==> config.mk <==
export PLATFORM = sky130hd
export DESIGN_NAME = regfile_writeback
export DESIGN_NICKNAME = d
export VERILOG_FILES = /design/src/rtl/regfile_writeback.sv
export SDC_FILE = /design/constraint.sdc
export NUM_CORES = 1
export LEC_CHECK = 0
export ABC_AREA = 1
export CELL_PAD_IN_SITES_DETAIL_PLACEMENT = 1
export CELL_PAD_IN_SITES_GLOBAL_PLACEMENT = 1
export CORE_ASPECT_RATIO = 1.1
export CORE_MARGIN = 3
export CORE_UTILIZATION = 35
export CTS_BUF_LIST = sky130_fd_sc_hd__clkbuf_8
export CTS_CLUSTER_SIZE = 25
export DETAILED_ROUTE_END_ITERATION = 6
export DONT_BUFFER_PORTS = 1
export PLACE_DENSITY = 0.63
export SETUP_SLACK_MARGIN = 0.3
export SKIP_CTS_REPAIR_TIMING = 1
export SLEW_MARGIN = 20
export SYNTH_ARGS = -nofsm -noshare
export SYNTH_HDL_FRONTEND = slang
export SYNTH_SLANG_ARGS = --single-unit
==> constraint.sdc <==
create_clock -name clk -period 21.8 [get_ports clk]
set_input_delay 4.36 -clock clk [delete_from_list [all_inputs] [get_ports clk]]
set_output_delay 4.36 -clock clk [all_outputs]
set_load 0.005 [all_outputs]
==> src/rtl/regfile_writeback.sv <==
// regfile_writeback: in-order ALU/load result buffer driving the register file write port, x0 writes dropped.
// Define WB_FWD_EN to add combinational forwarding lookups over buffered and in-flight writes.
module regfile_writeback #(
    parameter int DEPTH = 4,
    parameter int XLEN  = 64
) (
    input  logic                    clk,
    input  logic                    reset,
    input  logic                    alu_valid,
    input  logic [4:0]              alu_rd,
    input  logic [XLEN-1:0]         alu_data,
    output logic                    alu_ready,
    input  logic                    mem_valid,
    input  logic [4:0]              mem_rd,
    input  logic [XLEN-1:0]         mem_data,
    output logic                    mem_ready,
    input  logic                    wb_stall,
    output logic                    RegWrite,
    output logic [4:0]              rd,
    output logic [XLEN-1:0]         WriteData,
    output logic [$clog2(DEPTH):0]  count
`ifdef WB_FWD_EN
    ,
    input  logic [4:0]              fwd_rs1,
    input  logic [4:0]              fwd_rs2,
    output logic                    fwd_hit1,
    output logic                    fwd_hit2,
    output logic [XLEN-1:0]         fwd_data1,
    output logic [XLEN-1:0]         fwd_data2
`endif
);
    localparam int AW = $clog2(DEPTH);
    localparam int CW = AW + 1;
    localparam logic [CW-1:0] FULL = CW'(DEPTH);

    logic [4:0]      q_rd   [DEPTH];
    logic [XLEN-1:0] q_data [DEPTH];
    logic [AW-1:0]   wptr, rptr;

    logic            drain, alu_keep, mem_keep, has, load, pop, skip;
    logic [1:0]      npush;
    logic [4:0]      e0_rd, p0_rd, out_rd;
    logic [XLEN-1:0] e0_data, p0_data, out_data;

    // A take that is loaded straight to the output (skip) is removed from the enqueue list.
    always_comb begin
        drain     = !wb_stall;
        alu_ready = (count < FULL) | drain;
        alu_keep  = alu_valid & alu_ready & (alu_rd != 5'd0);
        mem_ready = ({1'b0, count} + (CW+1)'(alu_keep)) < ({1'b0, FULL} + (CW+1)'(drain));
        mem_keep  = mem_valid & mem_ready & (mem_rd != 5'd0);
        has       = count != '0;
        load      = drain & (has | alu_keep | mem_keep);
        pop       = load & has;
        skip      = load & !has;
        npush     = {1'b0, alu_keep} + {1'b0, mem_keep} - {1'b0, skip};
        e0_rd     = alu_keep ? alu_rd : mem_rd;
        e0_data   = alu_keep ? alu_data : mem_data;
        p0_rd     = skip ? mem_rd : e0_rd;
        p0_data   = skip ? mem_data : e0_data;
        out_rd    = has ? q_rd[rptr] : e0_rd;
        out_data  = has ? q_data[rptr] : e0_data;
    end

    always_ff @(posedge clk or negedge reset) begin
        if (!reset) begin
            RegWrite  <= 1'b0;
            rd        <= '0;
            WriteData <= '0;
            count     <= '0;
            wptr      <= '0;
            rptr      <= '0;
        end else begin
            RegWrite <= load;
            if (load) begin
                rd        <= out_rd;
                WriteData <= out_data;
            end
            if (pop) rptr <= rptr + AW'(1);
            wptr  <= wptr + AW'(npush);
            count <= count + CW'(npush) - CW'(pop);
        end
    end

    always_ff @(posedge clk) begin
        if (npush != 2'd0) begin
            q_rd[wptr]   <= p0_rd;
            q_data[wptr] <= p0_data;
        end
        if (npush == 2'd2) begin
            q_rd[wptr + AW'(1)]   <= mem_rd;
            q_data[wptr + AW'(1)] <= mem_data;
        end
    end

`ifdef WB_FWD_EN
    // Walk oldest to newest so the newest match wins; the output register is the oldest.
    function automatic logic [XLEN:0] lookup(input logic [4:0] rs);
        logic [XLEN:0] r;
        r = (RegWrite && rd == rs && rs != 5'd0) ? {1'b1, WriteData} : '0;
        for (int i = 0; i < DEPTH; i++)
            if (CW'(i) < count && q_rd[rptr + AW'(i)] == rs && rs != 5'd0)
                r = {1'b1, q_data[rptr + AW'(i)]};
        return r;
    endfunction

    always_comb begin
        {fwd_hit1, fwd_data1} = lookup(fwd_rs1);
        {fwd_hit2, fwd_data2} = lookup(fwd_rs2);
    end
`endif
endmodule

==> results summary, run 1 <==
The number of antenna violations at the first check in global routing is 5. The xor/xnor cell area share of the yosys netlist is 0.320%. The power density relative to cell area is 148 nW/µm². Setup violations remaining at the end of the flow were counted as 0. The fraction of power spent switching nets is 42.3%. The floorplan step set the die height to 251 µm. The overall routing resource usage is between 20% and 30%. The max-cap violation count came out at 0. The number of buffers added by the clock tree synthesis step came out at 66. The worst min-delay path class is reg2reg. The library cell occupying the most area in the post-synthesis netlist is sky130_fd_sc_hd__edfxtp_1. The clock sink count is 353. The layout overhead on the synthesized area came out at 9.25%.

The fraction of final layout cells sized beyond drive strength 1 is 5.99%. The post-synthesis compound-gate area fraction is 12.3%. In this run the tool buffered the top-level ports with 0 buffer cells. The arrival time of the worst setup path came out at 11.38 ns. In this run the number of H-tree levels came out at 3.

Derived from the worst setup path, the maximum achievable clock frequency is 89.9 MHz. The detailed router finished its first iteration with 1,078 violations. The sequential element share of the synthesized area is between 50% and 60%. The final HPWL from detailed placement is 42,100 µm. Dividing the detail-routed wire length by the instance count gives between 20 and 25 µm. TritonCTS built the clock tree. The number of slew-limit violations in the final report is 0. The post-route antenna net violation count is 0. Per report_power, the clock group accounts for 20.2% of the total. The maximum resistive drop on vdd is ~74 µV. The distinct cell type count after synthesis came out at 30. After synthesis the netlist holds a flip-flop and latch count of 353. The global-route wire length before repair is 113,000 µm. The count of yosys warnings during synthesis is 0. Clock latency on the worst-skew pair, taken at its later pin, is about 0.64 ns.

In the layout the commonest cells are sky130_fd_sc_hd__nand2_1, sky130_fd_sc_hd__nand3_1, sky130_fd_sc_hd__edfxtp_1. The initial core utilization is 35.5%. Along the worst path, the maximum fanout reaches 70. At the end of routability-driven placement, the weighted congestion stood at 0.774. The maximum clock skew at final layout is 0.0228 ns. The analysis attributes to net switching a power of 1.31 mW. The worst setup path is launched from an input port. The number of nets in the final layout is ~2,400. The root buffer cell is sky130_fd_sc_hd__clkbuf_8. The core area is 53,900 µm². In the post-synthesis netlist, the biggest area contributors are sky130_fd_sc_hd__edfxtp_1, sky130_fd_sc_hd__nand2_1, sky130_fd_sc_hd__dfrtp_1, sky130_fd_sc_hd__nand3_1, sky130_fd_sc_hd__o21ai_0. The portion of synthesized cell area occupied by the leading cell type is 43.3%. The routed layout has 17,000 vias. Of the total synthesized cell area, the portion taken by full adders, half adders and majority gates is 0.627%. The fraction of synthesis flops using an asynchronous set or reset pin came out at 21.8%.

The critical path is of the in2reg type. The run finished with clean final reports. The post-synth design cell area is 19,200 µm².

The full die area is between 50,000 and 60,000 µm². The clock transition at the registers of the reported paths is 0.06 ns. Synthesis handed over a netlist of 2,327 instances.

The average size of a mapped cell is 8.23 µm². The number of global-route vias before repair is 18,300. The maximum clock insertion buffer count is 3.

Entering global routing, the biggest net connects 97 pins. The fraction of synthesized area in multiplexers is 0%. The length of the first detailed-routing pass in iterations came out at 5. The worst path uses 51.0% of the clock period. Setup total negative slack on the finished layout was measured at 0 ns. The internal cell power came out at 1.78 mW.

The synthesized-area fraction occupied by and/or/nand/nor cells is 28.0%. Combinational cells account for approximately 40% of the total power. The cell area after placement is 19,700 µm².

The required time of the critical path came out at 22.05 ns. The count of final hold-check violations is 0. The die boundary width is 229 µm. Synthesis produced a netlist with a net count of 2,479. The post-route standard cell area excluding fillers is ~21,000 µm². Setup repair after global routing left no endpoint under its margin. The number of enable flip-flop cells after synthesis is 276. After detailed routing, the number of remaining DRC violations is 0. Sequential cells burn 41.0% of the power. The capturing element type of the critical path is a flip-flop. The number of I/O pins is 218. Global routing finished with a remaining overflow of 0. The library cell used most frequently in the layout, excluding fill and tap cells, is sky130_fd_sc_hd__nand2_1.

For this run, the leading register cell type out of synthesis is sky130_fd_sc_hd__edfxtp_1. The cell leakage power came out at 8.66 nW. The worst path in the final design needs a cycle of 11.13 ns, including I/O delays and setup.

The worst-case headroom to the max-slew limit came out at 21.9%. The placement row count is 89. The total routed wirelength is ~74,000 µm. The main combinational cell family by area after synthesis is simple AND/OR/NAND/NOR gates. The transition at the pin with the smallest max-transition slack came out at 1.17 ns. Using the TritonRoute via totals, the vias-per-cell ratio works out to 5.60.
[cell families after synthesis]
logic type / count (synthesis)
and+or+nand+nor: 1278
AOI/OAI and AO/OA: 419
DFF: 353
buffers and inverters: 261
adders and majority gates: 9
xor gates and xnor gates: 7
[state kept, by name, indices dropped and copies added (netlist names)]
signal,count
rd,5
rptr,2
RegWrite,1
wptr,2
WriteData,64
q_rd,20
q_data,256
count,3
[per-layer routing]
layer | vias to the layer above | track usage [%] | wire, µm
li1 | 7861 | - | -
met1 | 8577 | 31.6 | 31300
met2 | 431 | 44.2 | 36400
met3 | 127 | 5.43 | 4420
met4 | 4 | 8.43 | 1940
met5 | - | 0 | 27
[area by class of cell]
class / count / area (µm²)
well taps: 728 / 911
clock buffers: 75 / 1030
inverters: 96 / 369
repair buffers: 23 / 176
diodes: 3 / 7.51
multi-input cells: 1713 / 8020
fillers: 6443 / 33000
flip-flops and latches: 353 / 10200
clock inverters: 45 / 199
[cell usage after synthesis, types with 2 or more instances]
library cell / number
sky130_fd_sc_hd__nand2_1: 761
sky130_fd_sc_hd__nand3_1: 278
sky130_fd_sc_hd__edfxtp_1: 276
sky130_fd_sc_hd__o21ai_0: 276
sky130_fd_sc_hd__nor2_1: 154
sky130_fd_sc_hd__clkbuf_1: 135
sky130_fd_sc_hd__inv_1: 89
sky130_fd_sc_hd__dfrtp_1: 77
sky130_fd_sc_hd__nand4_1: 69
sky130_fd_sc_hd__o22ai_1: 69
sky130_fd_sc_hd__a21boi_0: 40
sky130_fd_sc_hd__a21boi_1: 28
sky130_fd_sc_hd__buf_2: 24
sky130_fd_sc_hd__nand2_2: 11
sky130_fd_sc_hd__ha_1: 8
sky130_fd_sc_hd__inv_2: 7
sky130_fd_sc_hd__xor2_1: 4
sky130_fd_sc_hd__buf_1: 3
sky130_fd_sc_hd__buf_6: 3
sky130_fd_sc_hd__xnor2_1: 3
sky130_fd_sc_hd__a21oi_2: 2
sky130_fd_sc_hd__o21ai_1: 2
[critical path, cell delays in order]
cell and delay, ns:
sky130_fd_sc_hd__nand2_1 0.06, sky130_fd_sc_hd__and2_1 0.22, sky130_fd_sc_hd__nand2_4 0.48, sky130_fd_sc_hd__inv_1 0.17, sky130_fd_sc_hd__ha_1 0.24, sky130_fd_sc_hd__ha_1 0.27, sky130_fd_sc_hd__nor2_1 0.09, sky130_fd_sc_hd__nand2_1 0.07
sky130_fd_sc_hd__a21oi_2 0.25, sky130_fd_sc_hd__nand2_2 0.13, sky130_fd_sc_hd__nand2_4 0.26, sky130_fd_sc_hd__nand3_4 0.56, sky130_fd_sc_hd__inv_1 0.20, sky130_fd_sc_hd__ha_1 0.25, sky130_fd_sc_hd__inv_1 0.06, sky130_fd_sc_hd__ha_1 0.16
sky130_fd_sc_hd__xnor2_1 0.12, sky130_fd_sc_hd__inv_1 0.09, sky130_fd_sc_hd__nand2_1 0.22, sky130_fd_sc_hd__nor2_4 0.14, sky130_fd_sc_hd__buf_4 0.82, sky130_fd_sc_hd__clkinv_2 0.68, sky130_fd_sc_hd__o21ai_4 0.50, sky130_fd_sc_hd__buf_4 0.83
[power groups by stage]
| stage | clock network (mW) | registers [mW] | logic (mW) |
|---|---|---|---|
| finish | 0.624 | 1.27 | 1.20 |
| global route | 0.669 | 1.30 | 1.35 |
| CTS | 0.640 | 1.27 | 1.22 |
| detailed placement | 0 | 1.29 | 1.21 |
| global placement | 0 | 1.27 | 1.18 |
| floorplan | 0 | 1.27 | 0.807 |
[stage by stage]
stage | std cells | hold WS [ns] | util (%) | worst slack, ns | power, mW
2_1_floorplan | 2327 | 0.486 | - | 9.28 | 2.08
4_1_cts | 3033 | 0.534 | 38.8 | 10.70 | 3.13
6_report | 3036 | 0.524 | 38.8 | 10.67 | 3.09
3_3_place_gp | 2913 | 0.508 | 36.5 | 10.10 | 2.45
5_1_grt | 3034 | 0.548 | 38.8 | 10.20 | 3.32
3_5_place_dp | 2913 | 0.521 | 36.5 | 10.01 | 2.50
[final timing paths]
kind | startpoint | end | slack, ns | depth (start not counted)
worst min-delay path | WriteData[47]$_DFFE_PN0N_ | WriteData[47]$_DFFE_PN0N_ | 0.52 | 2
min in group asynchronous | reset | WriteData[2]$_DFFE_PN0N_ | 3.43 | 0
worst max-delay path | wb_stall | q_rd[2][2]$_DFFE_PP_ | 10.67 | 24
worst min register to register | WriteData[47]$_DFFE_PN0N_ | WriteData[47]$_DFFE_PN0N_ | 0.52 | 2
max in group asynchronous | reset | WriteData[10]$_DFFE_PN0N_ | 18.21 | 0
worst max register to register | count[2]$_DFF_PN0_ | q_rd[2][2]$_DFFE_PP_ | 13.84 | 24
Note: power is estimated with default switching activity, not from simulation.
==> run 2, diff against run 1 <==
==> constraint.sdc (replaced) <==
create_clock -name clk -period 10.6 [get_ports clk]
set_input_delay 2.12 -clock clk [delete_from_list [all_inputs] [get_ports clk]]
set_output_delay 2.12 -clock clk [all_outputs]
set_load 0.005 [all_outputs]
==> results summary, run 2 (synthesis results as in run 1) <==
Among cell families on the critical path, the largest total delay comes from simple AND/OR/NAND/NOR gates. The initial core utilization is between 30% and 40%. The signal on the critical path passes through nand2_1 -> and2_1 -> nand2_4 -> inv_1 -> ha_1 -> ha_1 -> nor2_1 -> nand2_1 -> a21oi_2 -> nand2_2 -> nand2_4 -> nand3_4 -> inv_1 -> ha_1 -> inv_1 -> ha_1 -> xnor2_1 -> inv_1 -> nand2_1 -> nor2_4 -> clkinv_2 -> buf_4 -> nand3_1 -> nand2_1. The overall via count from detail_route came out at 17,300. The number of buffers added by the clock tree synthesis step came out at 68. The die height came out at 251 µm. The die is 229 µm wide. The via density per instance is 5.67.

The maximum resistive drop on vdd came out at around 190 µV. The power density relative to cell area came out at 306 nW/µm². The largest register by flop count is q_data. The cell leakage power came out at 8.77 nW. Setup repair after global routing left no endpoint under its margin. The library cell used most frequently in the layout, excluding fill and tap cells, is sky130_fd_sc_hd__nand2_1. The fraction of final layout cells sized beyond drive strength 1 came out at roughly 6.7%.

The final layout contains routed wiring with a total length of 75,400 µm. Compared with the post-synthesis result, the final layout area differs by 9.94%. The clock latency of the later-clocked register in the worst-skew pair is 0.64 ns. The final-layout setup total negative slack came out at 0 ns. The length of the first detailed-routing pass in iterations is 5.

The post-layout instance count excluding filler cells came out at 3,046. Across all hold checks on the routed design, the worst slack comes to 0.521 ns. In the global route stage, overall resource usage came out at between 20% and 30%.

For the worst setup path, the data arrival time is 7.92 ns. The worst setup path is launched from an input port. The number of global-route vias before repair was 18,300. The most critical setup path has its endpoint at q_data[3][11]$_DFFE_PP_. The clock tree from TritonCTS is built. The post-route antenna net violation count is 0. The number of nets in the final layout is about 2,400. The final critical path takes up 71.3% of the cycle. The total area inside the core boundary comes to 53,900 µm². Among all stages on the critical path, the largest delay is contributed by sky130_fd_sc_hd__buf_4.

The worst-path maximum fanout came out at 51. The global-route wire length before repair came out at 114,000 µm. Max-cap violations in this run came to 0. The number of setup violations in the final report came out at 0.

The maximum level of the CTS H-tree is 3. The total instance count after detailed placement is approximately 2,900. Summed over all nets, the half-perimeter wirelength after detailed placement is 40,900 µm. The internal reg-to-reg setup slack is 3.92 ns. The detail-routed net length per standard cell came out at 24.7 µm. The cell area after placement came out at a little under 20,000 µm². CTS placed an instance of sky130_fd_sc_hd__clkbuf_8 at the clock tree root. The maximum clock skew at final layout came out at 0.0265 ns.

The first routing iteration left about 1,100 violations. The count of input and output buffers came out at 0. The transition at the pin with the smallest max-transition slack is 1.20 ns. The worst setup path is captured at a flip-flop. The number of cell instances on the worst register-to-register path is 24. For this run the aggregate overflow at the end of global routing stands at 0. The clock sink count came out at 353. The number of antenna violations at the first check in global routing is 8. The required time of the critical path is 10.96 ns. In this run the core area contains 89 standard-cell rows.

The routability congestion estimate from global placement is 0.773. In this run the critical register-to-register path is captured at q_data[3][11]$_DFFE_PP_. The longest clock path from root to sink contains 3 buffers. By startpoint and endpoint, the worst setup path is classified as in2reg. The delay contributed by the slowest stage of the critical path came out at 0.62 ns. Entering global routing, the biggest net connects 90 pins. The worst-case headroom to the max-slew limit came out at around a fifth. In the layout the commonest cells are sky130_fd_sc_hd__nand2_1, sky130_fd_sc_hd__nand3_1, sky130_fd_sc_hd__edfxtp_1. In this run the critical register-to-register path is launched from count[2]$_DFF_PN0_. The clock transition at the registers of the reported paths came out at 0.06 ns.

The full die area came out at about 58,000 µm². The worst setup path startpoint is wb_stall. The run finished with clean final reports. The critical path buffer and inverter count came out at 6. The post-route standard cell area excluding fillers is approximately 21,000 µm². The count of final hold-check violations came out at 0.

The min-delay analysis places its worst path in the category reg2reg. The clock period minus final worst setup slack is 7.56 ns. The fmax is 132 MHz. The depth of the critical timing path with buffers and inverters included came out at 24. The number of slew-limit violations in the final report is 0. The number of flip-flops under the largest register name is 256. During I/O placement, the number of pins put on the boundary was 218. The number of remaining DRC errors came out at 0. The largest registers in the layout are q_data (256), WriteData (64), q_rd (20).
[run 2: worst min-delay path by stage]
stage / startpoint / cells after the start / slack (ns) / end
4_1_cts: WriteData[51]$_DFFE_PN0N_ / 2 / 0.53 / WriteData[51]$_DFFE_PN0N_
3_5_place_dp: WriteData[51]$_DFFE_PN0N_ / 2 / 0.52 / WriteData[51]$_DFFE_PN0N_
2_1_floorplan: WriteData[30]$_DFFE_PN0N_ / 2 / 0.49 / WriteData[30]$_DFFE_PN0N_
6_report: WriteData[51]$_DFFE_PN0N_ / 2 / 0.52 / WriteData[51]$_DFFE_PN0N_
3_3_place_gp: WriteData[54]$_DFFE_PN0N_ / 2 / 0.51 / WriteData[54]$_DFFE_PN0N_
5_1_grt: WriteData[60]$_DFFE_PN0N_ / 2 / 0.55 / WriteData[60]$_DFFE_PN0N_
[run 2: tightest hold or removal path, delay by kind of cell, from the launching register on]
kind	cells	cell delay [ns]
AO/OA/AOI/OAI	2	0.13
flip-flops	1	0.36
[run 2: where the power goes]
| part | internal [mW] | switching (mW) | leakage, nW |
|---|---|---|---|
| Combinational | 0.683 | 1.80 | 4.51 |
| Sequential | 2.33 | 0.285 | 3.46 |
| Clock | 0.728 | 0.624 | 0.797 |
| Total | 3.74 | 2.71 | 8.77 |
[run 2: routing by layer]
layer,vias up,share of wire [%],track usage [%]
met5,-,0.066,0
met3,146,6.6,5.51
li1,7878,-,-
met1,8718,41,31.5
met2,515,50,46.0
met4,8,2.4,8.27
[run 2: stage by stage]
stage / power [mW] / worst slack (ns) / utilization [%]
global route: 6.91 / 2.54 / 39.1
CTS: 6.53 / 3.02 / 39.1
detailed placement: 5.15 / 2.38 / 36.6
floorplan: 4.27 / 0.320 / -
global placement: 5.07 / 2.43 / 36.6
finish: 6.45 / 3.04 / 39.1
[run 2: final cells by class]
| type | instances | area (µm²) |
|---|---|---|
| antenna | 4 | 10.0 |
| clock buffer | 76 | 1050 |
| clock inverter | 47 | 265 |
| fill | 6486 | 32800 |
| inverter | 96 | 369 |
| multi-input combinational | 1713 | 8020 |
| sequential | 353 | 10200 |
| tap | 728 | 911 |
| timing repair buffer | 29 | 225 |
